## src/rtl/dcache_write_buffer_pkg.sv

```systemverilog
// dcache_write_buffer_pkg: shared types and helpers for the posted write buffer.
package dcache_write_buffer_pkg;
    localparam int WB_DEPTH = 4;
    typedef struct packed {
        logic [29:0] addr;
        logic [3:0]  be;
        logic [31:0] data;
    } wb_entry_t;
    typedef enum logic [1:0] {IDLE, DRAIN, READ_WAIT} wb_state_t;
    function automatic logic [31:0] merge_bytes(input logic [31:0] old_data, input logic [31:0] new_data,
                                                input logic [3:0] be);
        logic [31:0] res;
        for (int i = 0; i < 4; i++) res[8*i +: 8] = be[i] ? new_data[8*i +: 8] : old_data[8*i +: 8];
        return res;
    endfunction
endpackage

```

## src/rtl/dcache_write_buffer_if.sv

```systemverilog
// dcache_write_buffer_if: cache-style request/read-beat bus, used for both the cache and L2 sides.
interface dcache_write_buffer_if;
    logic        request;
    logic [29:0] addr;
    logic        rnw;
    logic [4:0]  rlen;
    logic [3:0]  wbe;
    logic [31:0] wdata;
    logic        ack;
    logic        rvalid;
    logic [31:0] rdata;
    logic        write_outstanding;
    modport master(output request, addr, rnw, rlen, wbe, wdata,
                   input ack, rvalid, rdata, write_outstanding);
    modport slave(input request, addr, rnw, rlen, wbe, wdata,
                  output ack, rvalid, rdata, write_outstanding);
endinterface

```

## src/rtl/dcache_wb_fifo.sv

```systemverilog
// dcache_wb_fifo: circular buffer of write entries with an in-place merge port on the tail entry.
module dcache_wb_fifo
    import dcache_write_buffer_pkg::*;
#(
    parameter int DEPTH = WB_DEPTH
) (
    input  logic                     clk,
    input  logic                     rst_n,
    input  logic                     push,
    input  logic                     pop,
    input  logic                     merge,
    input  wb_entry_t                din,
    output wb_entry_t                head,
    output wb_entry_t                tail_entry,
    output logic [$clog2(DEPTH):0]   count,
    output logic                     full,
    output logic                     empty
);
    localparam int AW = $clog2(DEPTH);
    wb_entry_t mem [DEPTH];
    logic [AW-1:0] rd_ptr, wr_ptr, last;
    assign last       = wr_ptr - AW'(1);
    assign head       = mem[rd_ptr];
    assign tail_entry = mem[last];
    assign full       = count == (AW+1)'(DEPTH);
    assign empty      = count == '0;
    always_ff @(posedge clk or negedge rst_n) begin
        if (!rst_n) begin
            rd_ptr <= '0;
            wr_ptr <= '0;
            count  <= '0;
        end else begin
            rd_ptr <= rd_ptr + AW'(pop);
            wr_ptr <= wr_ptr + AW'(push);
            count  <= count + (AW+1)'(push) - (AW+1)'(pop);
        end
    end
    // push and merge are mutually exclusive; merge rewrites the most recently pushed entry
    always_ff @(posedge clk) begin
        if (push) mem[wr_ptr] <= din;
        else if (merge) mem[last] <= {mem[last].addr, mem[last].be | din.be,
                                      merge_bytes(mem[last].data, din.data, din.be)};
    end
endmodule

```

## src/rtl/dcache_write_buffer.sv

```systemverilog
// dcache_write_buffer: posted, in-order write buffer between the data cache and the L2 arbiter.
// Define WRITE_MERGE_EN to merge a write into the tail entry when it hits the same word.
module dcache_write_buffer
    import dcache_write_buffer_pkg::*;
#(
    parameter int DEPTH = WB_DEPTH
) (
    input  logic                   clk,
    input  logic                   rst_n,
    dcache_write_buffer_if.slave   up,
    dcache_write_buffer_if.master  dn,
    output logic [7:0]             proto_err_count
);
    localparam int CW = $clog2(DEPTH) + 1;
`ifdef WRITE_MERGE_EN
    localparam bit MERGE = 1'b1;
`else
    localparam bit MERGE = 1'b0;
`endif
    wb_state_t state, next_state;
    logic [4:0] rlen, beat;
    logic wr, rd, push, pop, merge, full, empty;
    logic [CW-1:0] count;
    wb_entry_t head, tail_entry;
    assign wr    = up.request & ~up.rnw;
    assign rd    = up.request & up.rnw;
    // the head entry is frozen while it is presented to L2, so never merge into it then
    assign merge = MERGE & wr & ~empty & (up.addr == tail_entry.addr) & ~(state == DRAIN & count == CW'(1));
    assign push  = wr & ~merge & ~full;
    assign pop   = (state == DRAIN) & dn.ack;
    assign up.ack = wr ? (merge | ~full) : (rd & state == IDLE & empty & dn.ack);
    assign up.rvalid = dn.rvalid & (state == READ_WAIT);
    assign up.rdata  = dn.rdata;
    assign up.write_outstanding = ~empty | dn.write_outstanding;
    dcache_wb_fifo #(.DEPTH(DEPTH)) fifo (
        .clk(clk), .rst_n(rst_n), .push(push), .pop(pop), .merge(merge),
        .din('{addr: up.addr, be: up.wbe, data: up.wdata}),
        .head(head), .tail_entry(tail_entry), .count(count), .full(full), .empty(empty)
    );
    always_comb begin
        next_state = state;
        dn.request = 1'b0;
        dn.addr    = '0;
        dn.rnw     = 1'b0;
        dn.rlen    = '0;
        dn.wbe     = '0;
        dn.wdata   = '0;
        if (state == IDLE) begin
            if (!empty || push) next_state = DRAIN;
            else if (rd && dn.ack) next_state = READ_WAIT;
            // only reads pass straight through; writes always go via the buffer
            if (empty) begin
                dn.request = rd;
                dn.addr    = up.addr;
                dn.rnw     = up.rnw;
                dn.rlen    = up.rlen;
                dn.wbe     = up.wbe;
                dn.wdata   = up.wdata;
            end
        end else if (state == DRAIN) begin
            dn.request = 1'b1;
            dn.addr    = head.addr;
            dn.wbe     = head.be;
            dn.wdata   = head.data;
            if (pop && count == CW'(1) && !push) next_state = IDLE;
        end else if (dn.rvalid && beat == rlen) next_state = IDLE;
    end
    always_ff @(posedge clk or negedge rst_n) begin
        if (!rst_n) begin
            state           <= IDLE;
            rlen            <= '0;
            beat            <= '0;
            proto_err_count <= '0;
        end else begin
            state <= next_state;
            if (state == IDLE && next_state == READ_WAIT) rlen <= up.rlen;
            if (state == READ_WAIT && dn.rvalid) beat <= (beat == rlen) ? '0 : beat + 5'd1;
            if (state != READ_WAIT && dn.rvalid) proto_err_count <= proto_err_count + 8'd1;
        end
    end
endmodule

```

## src/flat_wrapper.sv

```systemverilog
// flat-port wrapper written by rule: the top's interface ports become plain ports
module dcache_write_buffer_flat import dcache_write_buffer_pkg::*;
#(
    parameter int DEPTH = WB_DEPTH
)
  (clk, rst_n, proto_err_count, up_request, up_addr, up_rnw, up_rlen, up_wbe, up_wdata, up_ack, up_rvalid, up_rdata, up_write_outstanding, dn_request, dn_addr, dn_rnw, dn_rlen, dn_wbe, dn_wdata, dn_ack, dn_rvalid, dn_rdata, dn_write_outstanding);
  dcache_write_buffer_if up_i ();
  dcache_write_buffer_if dn_i ();
  input  logic clk;
  input  logic rst_n;
  output logic [7:0] proto_err_count;
  input wire logic [$bits(up_i.request)-1:0] up_request;
  input wire logic [$bits(up_i.addr)-1:0] up_addr;
  input wire logic [$bits(up_i.rnw)-1:0] up_rnw;
  input wire logic [$bits(up_i.rlen)-1:0] up_rlen;
  input wire logic [$bits(up_i.wbe)-1:0] up_wbe;
  input wire logic [$bits(up_i.wdata)-1:0] up_wdata;
  output wire logic [$bits(up_i.ack)-1:0] up_ack;
  output wire logic [$bits(up_i.rvalid)-1:0] up_rvalid;
  output wire logic [$bits(up_i.rdata)-1:0] up_rdata;
  output wire logic [$bits(up_i.write_outstanding)-1:0] up_write_outstanding;
  output wire logic [$bits(dn_i.request)-1:0] dn_request;
  output wire logic [$bits(dn_i.addr)-1:0] dn_addr;
  output wire logic [$bits(dn_i.rnw)-1:0] dn_rnw;
  output wire logic [$bits(dn_i.rlen)-1:0] dn_rlen;
  output wire logic [$bits(dn_i.wbe)-1:0] dn_wbe;
  output wire logic [$bits(dn_i.wdata)-1:0] dn_wdata;
  input wire logic [$bits(dn_i.ack)-1:0] dn_ack;
  input wire logic [$bits(dn_i.rvalid)-1:0] dn_rvalid;
  input wire logic [$bits(dn_i.rdata)-1:0] dn_rdata;
  input wire logic [$bits(dn_i.write_outstanding)-1:0] dn_write_outstanding;
  assign up_i.request = up_request;
  assign up_i.addr = up_addr;
  assign up_i.rnw = up_rnw;
  assign up_i.rlen = up_rlen;
  assign up_i.wbe = up_wbe;
  assign up_i.wdata = up_wdata;
  assign up_ack = up_i.ack;
  assign up_rvalid = up_i.rvalid;
  assign up_rdata = up_i.rdata;
  assign up_write_outstanding = up_i.write_outstanding;
  assign dn_request = dn_i.request;
  assign dn_addr = dn_i.addr;
  assign dn_rnw = dn_i.rnw;
  assign dn_rlen = dn_i.rlen;
  assign dn_wbe = dn_i.wbe;
  assign dn_wdata = dn_i.wdata;
  assign dn_i.ack = dn_ack;
  assign dn_i.rvalid = dn_rvalid;
  assign dn_i.rdata = dn_rdata;
  assign dn_i.write_outstanding = dn_write_outstanding;
  dcache_write_buffer #(.DEPTH(DEPTH)) u_core (.clk(clk), .rst_n(rst_n), .up(up_i), .dn(dn_i), .proto_err_count(proto_err_count));
endmodule
```

## config.mk

```make
export PLATFORM = sky130hd
export DESIGN_NAME = dcache_write_buffer_flat
export DESIGN_NICKNAME = d
export VERILOG_FILES = /design/src/rtl/dcache_write_buffer_pkg.sv /design/src/rtl/dcache_write_buffer_if.sv /design/src/rtl/dcache_wb_fifo.sv /design/src/rtl/dcache_write_buffer.sv /design/src/flat_wrapper.sv
export SDC_FILE = /design/constraint.sdc
export NUM_CORES = 1
export LEC_CHECK = 0
export BUFFER_PORTS_ARGS = -buffer_cell sky130_fd_sc_hd__buf_2
export CAP_MARGIN = 20
export CORE_AREA = 2 2 141 177
export DETAILED_ROUTE_END_ITERATION = 10
export DIE_AREA = 0 0 143 179
export PLACE_DENSITY = 0.76
export SYNTH_ARGS = -nofsm -noshare
export SYNTH_HDL_FRONTEND = slang
export SYNTH_SLANG_ARGS = --single-unit
```

## constraint.sdc

```tcl
create_clock -name clk -period 16.9 [get_ports clk]
set_input_delay 0.845 -clock clk [delete_from_list [all_inputs] [get_ports clk]]
set_output_delay 0.845 -clock clk [all_outputs]
set_load 0.05 [all_outputs]
```

Yosys cells after proc, flatten, opt, wreduce, memory -nomap -nowiden --
Memory sizes are Yosys's and may differ from the RTL's. Index checks and enable logic that the tools add are counted.
Cells by class: add/sub/neg operators 6, multipliers 0, divide/modulo/power cells 0, magnitude comparators 0, equality and inequality tests 7, shift-type cells 0, mux-type cells 26, bitwise operators 12, reduce and logical (&&, ||, !) cells 12
Operator list (count):
- $mux W32 | 3
- $mux W30 | 3
- $mux W5 | 3
- $mux W2 | 6
- $mux W4 | 3
- $add A8 B1 Y8 const B | 1
- $and A1 B1 Y1 | 8
- $mux W1 | 8
- $logic_and A1 B1 Y1 | 7
- $add A5 B1 Y5 const B | 1
- $eq A5 B5 Y1 | 1
- $add A2 B1 Y2 | 2
- $eq A2 B2 Y1 const B | 2
- $add A3 B1 Y3 | 1
- $eq A3 B1 Y1 const B | 1
- $eq A3 B3 Y1 const B | 1
- $logic_not A3 Y1 | 1
- $not A1 Y1 | 3
- $sub A3 B1 Y3 | 1
- $eq A2 B1 Y1 const B | 1
- $logic_not A1 Y1 | 2
- $logic_not A2 Y1 | 1
- $ne A2 B2 Y1 const B | 1
- $logic_or A1 B1 Y1 | 1
- $or A1 B1 Y1 | 1
Word-level totals: flip-flop bits (word level) 27, latch bits 0, bits in writable memories 264, memory bits (read-only) 0, output and inout port bits 116, logic and storage cells 71, memories 1
Memory list:
- u_core.fifo.mem | words 4, bits a word 66, rd ports 1, clocked after memory_dff 0, write ports 1, RTL line dcache_wb_fifo.sv:20 | wb_entry_t mem [DEPTH];

Logic depth before layout (Yosys ltp) --
word-level depth 10, gate-level depth with buffers 12, gate-level depth less buffers 8

By module --
Synthesis repeated with hierarchy kept, for this count alone.
Unflattened totals: cell total of the unflattened synthesis 764, area, all modules 14312.5 µm²
Modules (own cells, without submodules):
- dcache_wb_fifo | instances 1, cells each 546, area an instance 12358.1 µm², seq. area each 8102.8 µm²
- dcache_write_buffer | instances 1, cells each 218, area an instance 1954.4 µm², seq. area each 500.5 µm²

Worst setup path after synthesis --
OpenSTA, ideal clock, no wires.
path kind input port to flip-flop, from input up_rnw, to memory u_core.fifo.mem[1][0] (netlist bit), enable pin, library setup time 0.585 ns, data arrival time 6.028 ns, required time 16.315 ns, path slack 10.287 ns, stages 3, buffers on the path 0, cells stage by stage nand2b_1 a21o_1 nor3b_1
Between the ends: cells in the longest elaborated chain, start to end 5
RTL lines:
- from (decl) | RTL line flat_wrapper.sv:14 | input wire logic [$bits(up_i.rnw)-1:0] up_rnw;
- $not A1 Y1 | RTL line dcache_write_buffer.sv:25 | assign wr = up.request & ~up.rnw;
- $and A1 B1 Y1 | RTL line dcache_write_buffer.sv:25
- $and A1 B1 Y1 | RTL line dcache_write_buffer.sv:29 | assign push = wr & ~merge & ~full;
- $mux W1 | RTL line dcache_wb_fifo.sv:40 | if (push) mem[wr_ptr] <= din;
- $mux W1 (not written as such) | RTL line dcache_wb_fifo.sv:40
- to (decl) | RTL line dcache_wb_fifo.sv:20
Every way passes these cells.

Worst setup path after layout --
from register u_core.fifo.rd_ptr[0], to output dn_addr[27]
Between the ends: cells in the longest elaborated chain, start to end 3
RTL lines:
- from (decl) | RTL line dcache_wb_fifo.sv:21 | logic [AW-1:0] rd_ptr, wr_ptr, last;
- from (signal assigned) | RTL line dcache_wb_fifo.sv:33 | rd_ptr <= rd_ptr + AW'(pop);
- $mem_v2 Z4 W66
- $mux W30 | RTL line dcache_write_buffer.sv:60 | end else if (state == DRAIN) begin
- $mux W30 | RTL line dcache_write_buffer.sv:48 | if (state == IDLE) begin
- to (decl) | RTL line flat_wrapper.sv:23 | output wire logic [$bits(dn_i.addr)-1:0] dn_addr;
Every way passes these cells.

==> flow_summary.toml <==
[outcome]
status = "complete, no violations"

[critical_path]
r2r_end = "u_core.fifo.count[2]"
crit_fanout = 38
worstRegToRegCells = 8
arrival_ns = 3.11
worstSetupStartpointType = "flop"
timing.rr.start = "u_core.state[1]"
critPathKind = "reg -> out"
rrSetupSlack_ns = 14.23
critPathRequiredTime_ns = 16.06
end_kind = "primary output"

[floorplanning]
pin_count = 226
coreArea_mm2 = 0.0241
fp.dieW_um = 143
row_count = 64
start_util = 0.490
die_h_um = 179
die-area_mm2 = 0.0256

[sta]
slew_viol_final = 0
fin_setup_tns_ns = 0
hold_slack_ns = 0.327
tightest_slew_ns = 1.05
max_freq_ghz = 0.253
setup_violations = 0
post-route-period-util = 0.234
rsz0062_at_grt = "no"
fin_skew_ns = 0.00805
finalHoldViolCount = 0
min_period_ns = 3.96
slew_headroom = 0.300

[clock_network]
cts_buffer_depth = 3
htreeDepth = 1
cts_buffers = 27
clk_pin_slew_ns = 0.06
clkSinkCount = 291
tritoncts = "done"
cts.repair.resized = 0
clk_latency_ns = 0.52
clock_tree.root_cell = "clkbuf_16"
cts_hold_buf = 0
cts_post_setup_buffers_inserted = 0

[route]
ant_nets = 0
postRouteWirelength_um = 23300
avgRoutedWirePerCell_um = 21.7
drt-pass1-iter-count = 5
route.detailed.drc = 0
initialDrtViolationCount = 394
vias = 6182
vias_per_cell = 5.76

[layout]
nFillCells = 1832
final_core_util = 0.560
stdcell_count = 1073
final_nets = 840
layout-drive-gt1-share = 0.391
syn2layout_area_growth_pct = 14.4

[global_route]
grt_max_degree = 68
grt_use_total = 0.183
grt_pass1_vias = 6440
overflow = 0
antenna_found_initial = 1
gr-usage-met2 = 0.310
grtUsageMet1 = 0.244
gr-max-usage-layer = "met2"
grtUsageMet3 = 0.0275
grt_first_pass_wirelength_um = 36000

[power]
p_total_mw = 2.52
p_leak_nw = 4.97
peakVddDrop_uv = 110
power.density_mw_per_mm2 = 187

[yosys]
synth-main-ff-cell = "edfxtp_1"
syn_area_mm2 = 0.0118
synth_edf_count = 264
synth_nets = 704
yosys-top-cells-area = "edfxtp_1 67%, mux4_2 13%, dfrtp_1 5.7%"
synth.avg_cell_area_um2 = 20.1
syn_inst = 587
async_reset_ff_frac = 0.0928
yosysWarningCount = 0
synth-seq-cells = 291
synth_area_leader_cell = "edfxtp_1"
synth_top_area_frac = 0.671
synth_seq_area_share = 0.728
synth_cell_types = 34

[placed_design]
portBuffers = 161
dp_cells = 1024
gp_congestion = 0.800
dp_hpwl_um = 13600

[job]
drv_cap = 0

[min_path]
hold_path_class = "in -> async"
==> state kept, by name (all words and copies together) (netlist names) <==
name / count
u_core.fifo.mem: 264
u_core.rlen: 5
u_core.proto_err_count: 8
u_core.fifo.wr_ptr: 2
u_core.beat: 5
u_core.fifo.count: 3
u_core.fifo.rd_ptr: 2
u_core.state: 2
==> how the worst max path moves through the flow <==
stage,slack [ns],end,from
5_1_grt,12.66,dn_wbe[2],u_core.fifo.rd_ptr[0]
4_1_cts,12.78,dn_addr[20],u_core.fifo.rd_ptr[0]
3_3_place_gp,13.37,dn_addr[20],u_core.fifo.rd_ptr[0]
2_1_floorplan,10.29,u_core.fifo.mem[1][0],up_rnw
6_report,12.94,dn_addr[27],u_core.fifo.rd_ptr[0]
3_5_place_dp,13.35,dn_addr[20],u_core.fifo.rd_ptr[0]
==> synth_stat cells, types with 2 or more instances <==
| cell type | count |
|---|---|
| nand4_1 | 4 |
| edfxtp_1 | 264 |
| a22o_1 | 66 |
| buf_2 | 9 |
| mux2_2 | 6 |
| ha_1 | 6 |
| nor3_1 | 5 |
| a21oi_1 | 4 |
| nor3b_1 | 4 |
| nand2_1 | 11 |
| and2_1 | 7 |
| buf_6 | 12 |
| inv_1 | 8 |
| nor2_1 | 3 |
| nand2b_1 | 2 |
| nor2b_1 | 2 |
| clkbuf_1 | 8 |
| o21ai_0 | 7 |
| buf_4 | 33 |
| dfrtp_1 | 27 |
| mux4_2 | 66 |
| and3_1 | 2 |
| xor2_1 | 5 |
| xnor2_1 | 11 |
| nand3_1 | 6 |
==> critical path, stage by stage (launching register included) <==
cell	delay [ns]
dfrtp_4	0.81
buf_4	0.71
mux4_2	0.60
a22o_1	0.22
buf_2	0.21
==> routing by layer <==
layer / vias to the layer above / wire length [um]
met5: - / 0
met4: 0 / 667
met3: 61 / 1520
met2: 261 / 11800
met1: 3199 / 9360
li1: 2661 / -
==> cell usage in the layout, fill, tap and decap left out, drive strengths merged, types with 6 or more instances in the layout <==
cell type and count:
edfxtp 264, buf 170, mux4 66, a22o 66
clkbuf 31, dfrtp 27, clkinv 14, xnor2 11
nand2 11, inv 8, and2 7, o21ai 7
nand3 6, mux2 6, ha 6
==> final cells by class <==
cell class | count | area, um^2 | area share
flip-flops and latches | 291 | 8610 | 0.637
multi-input cells | 225 | 2750 | 0.204
clock buffers | 31 | 691 | 0.0511
inverters | 8 | 30.0 | 0.00222
repair buffers | 170 | 873 | 0.0647
diodes | 1 | 2.50 | 0.000185
clock inverters | 17 | 135 | 0.0100
well taps | 330 | 413 | 0.0306
==> metrics by stage <==
step                      cell area, um^2  worst slack (ns)
after global placement              12700             13.37
after CTS                           13500             12.78
final                               13500             12.94
after global routing                13500             12.66
after floorplan                     11800             10.29
after detailed placement            12700             13.35
==> logic make-up after synthesis <==
family | synth area share
flops | 0.728
xor+xnor | 0.0119
simple gates | 0.0213
mux | 0.132
compound gates | 0.0573
buf+inv | 0.0416
fa+ha+maj | 0.00805
==> where the power goes <==
part	internal [mW]	switching, mW
clock	0.322	0.246
combinational	0.336	0.646
sequential	0.879	0.0915
Note: power is estimated with default switching activity, not from simulation.
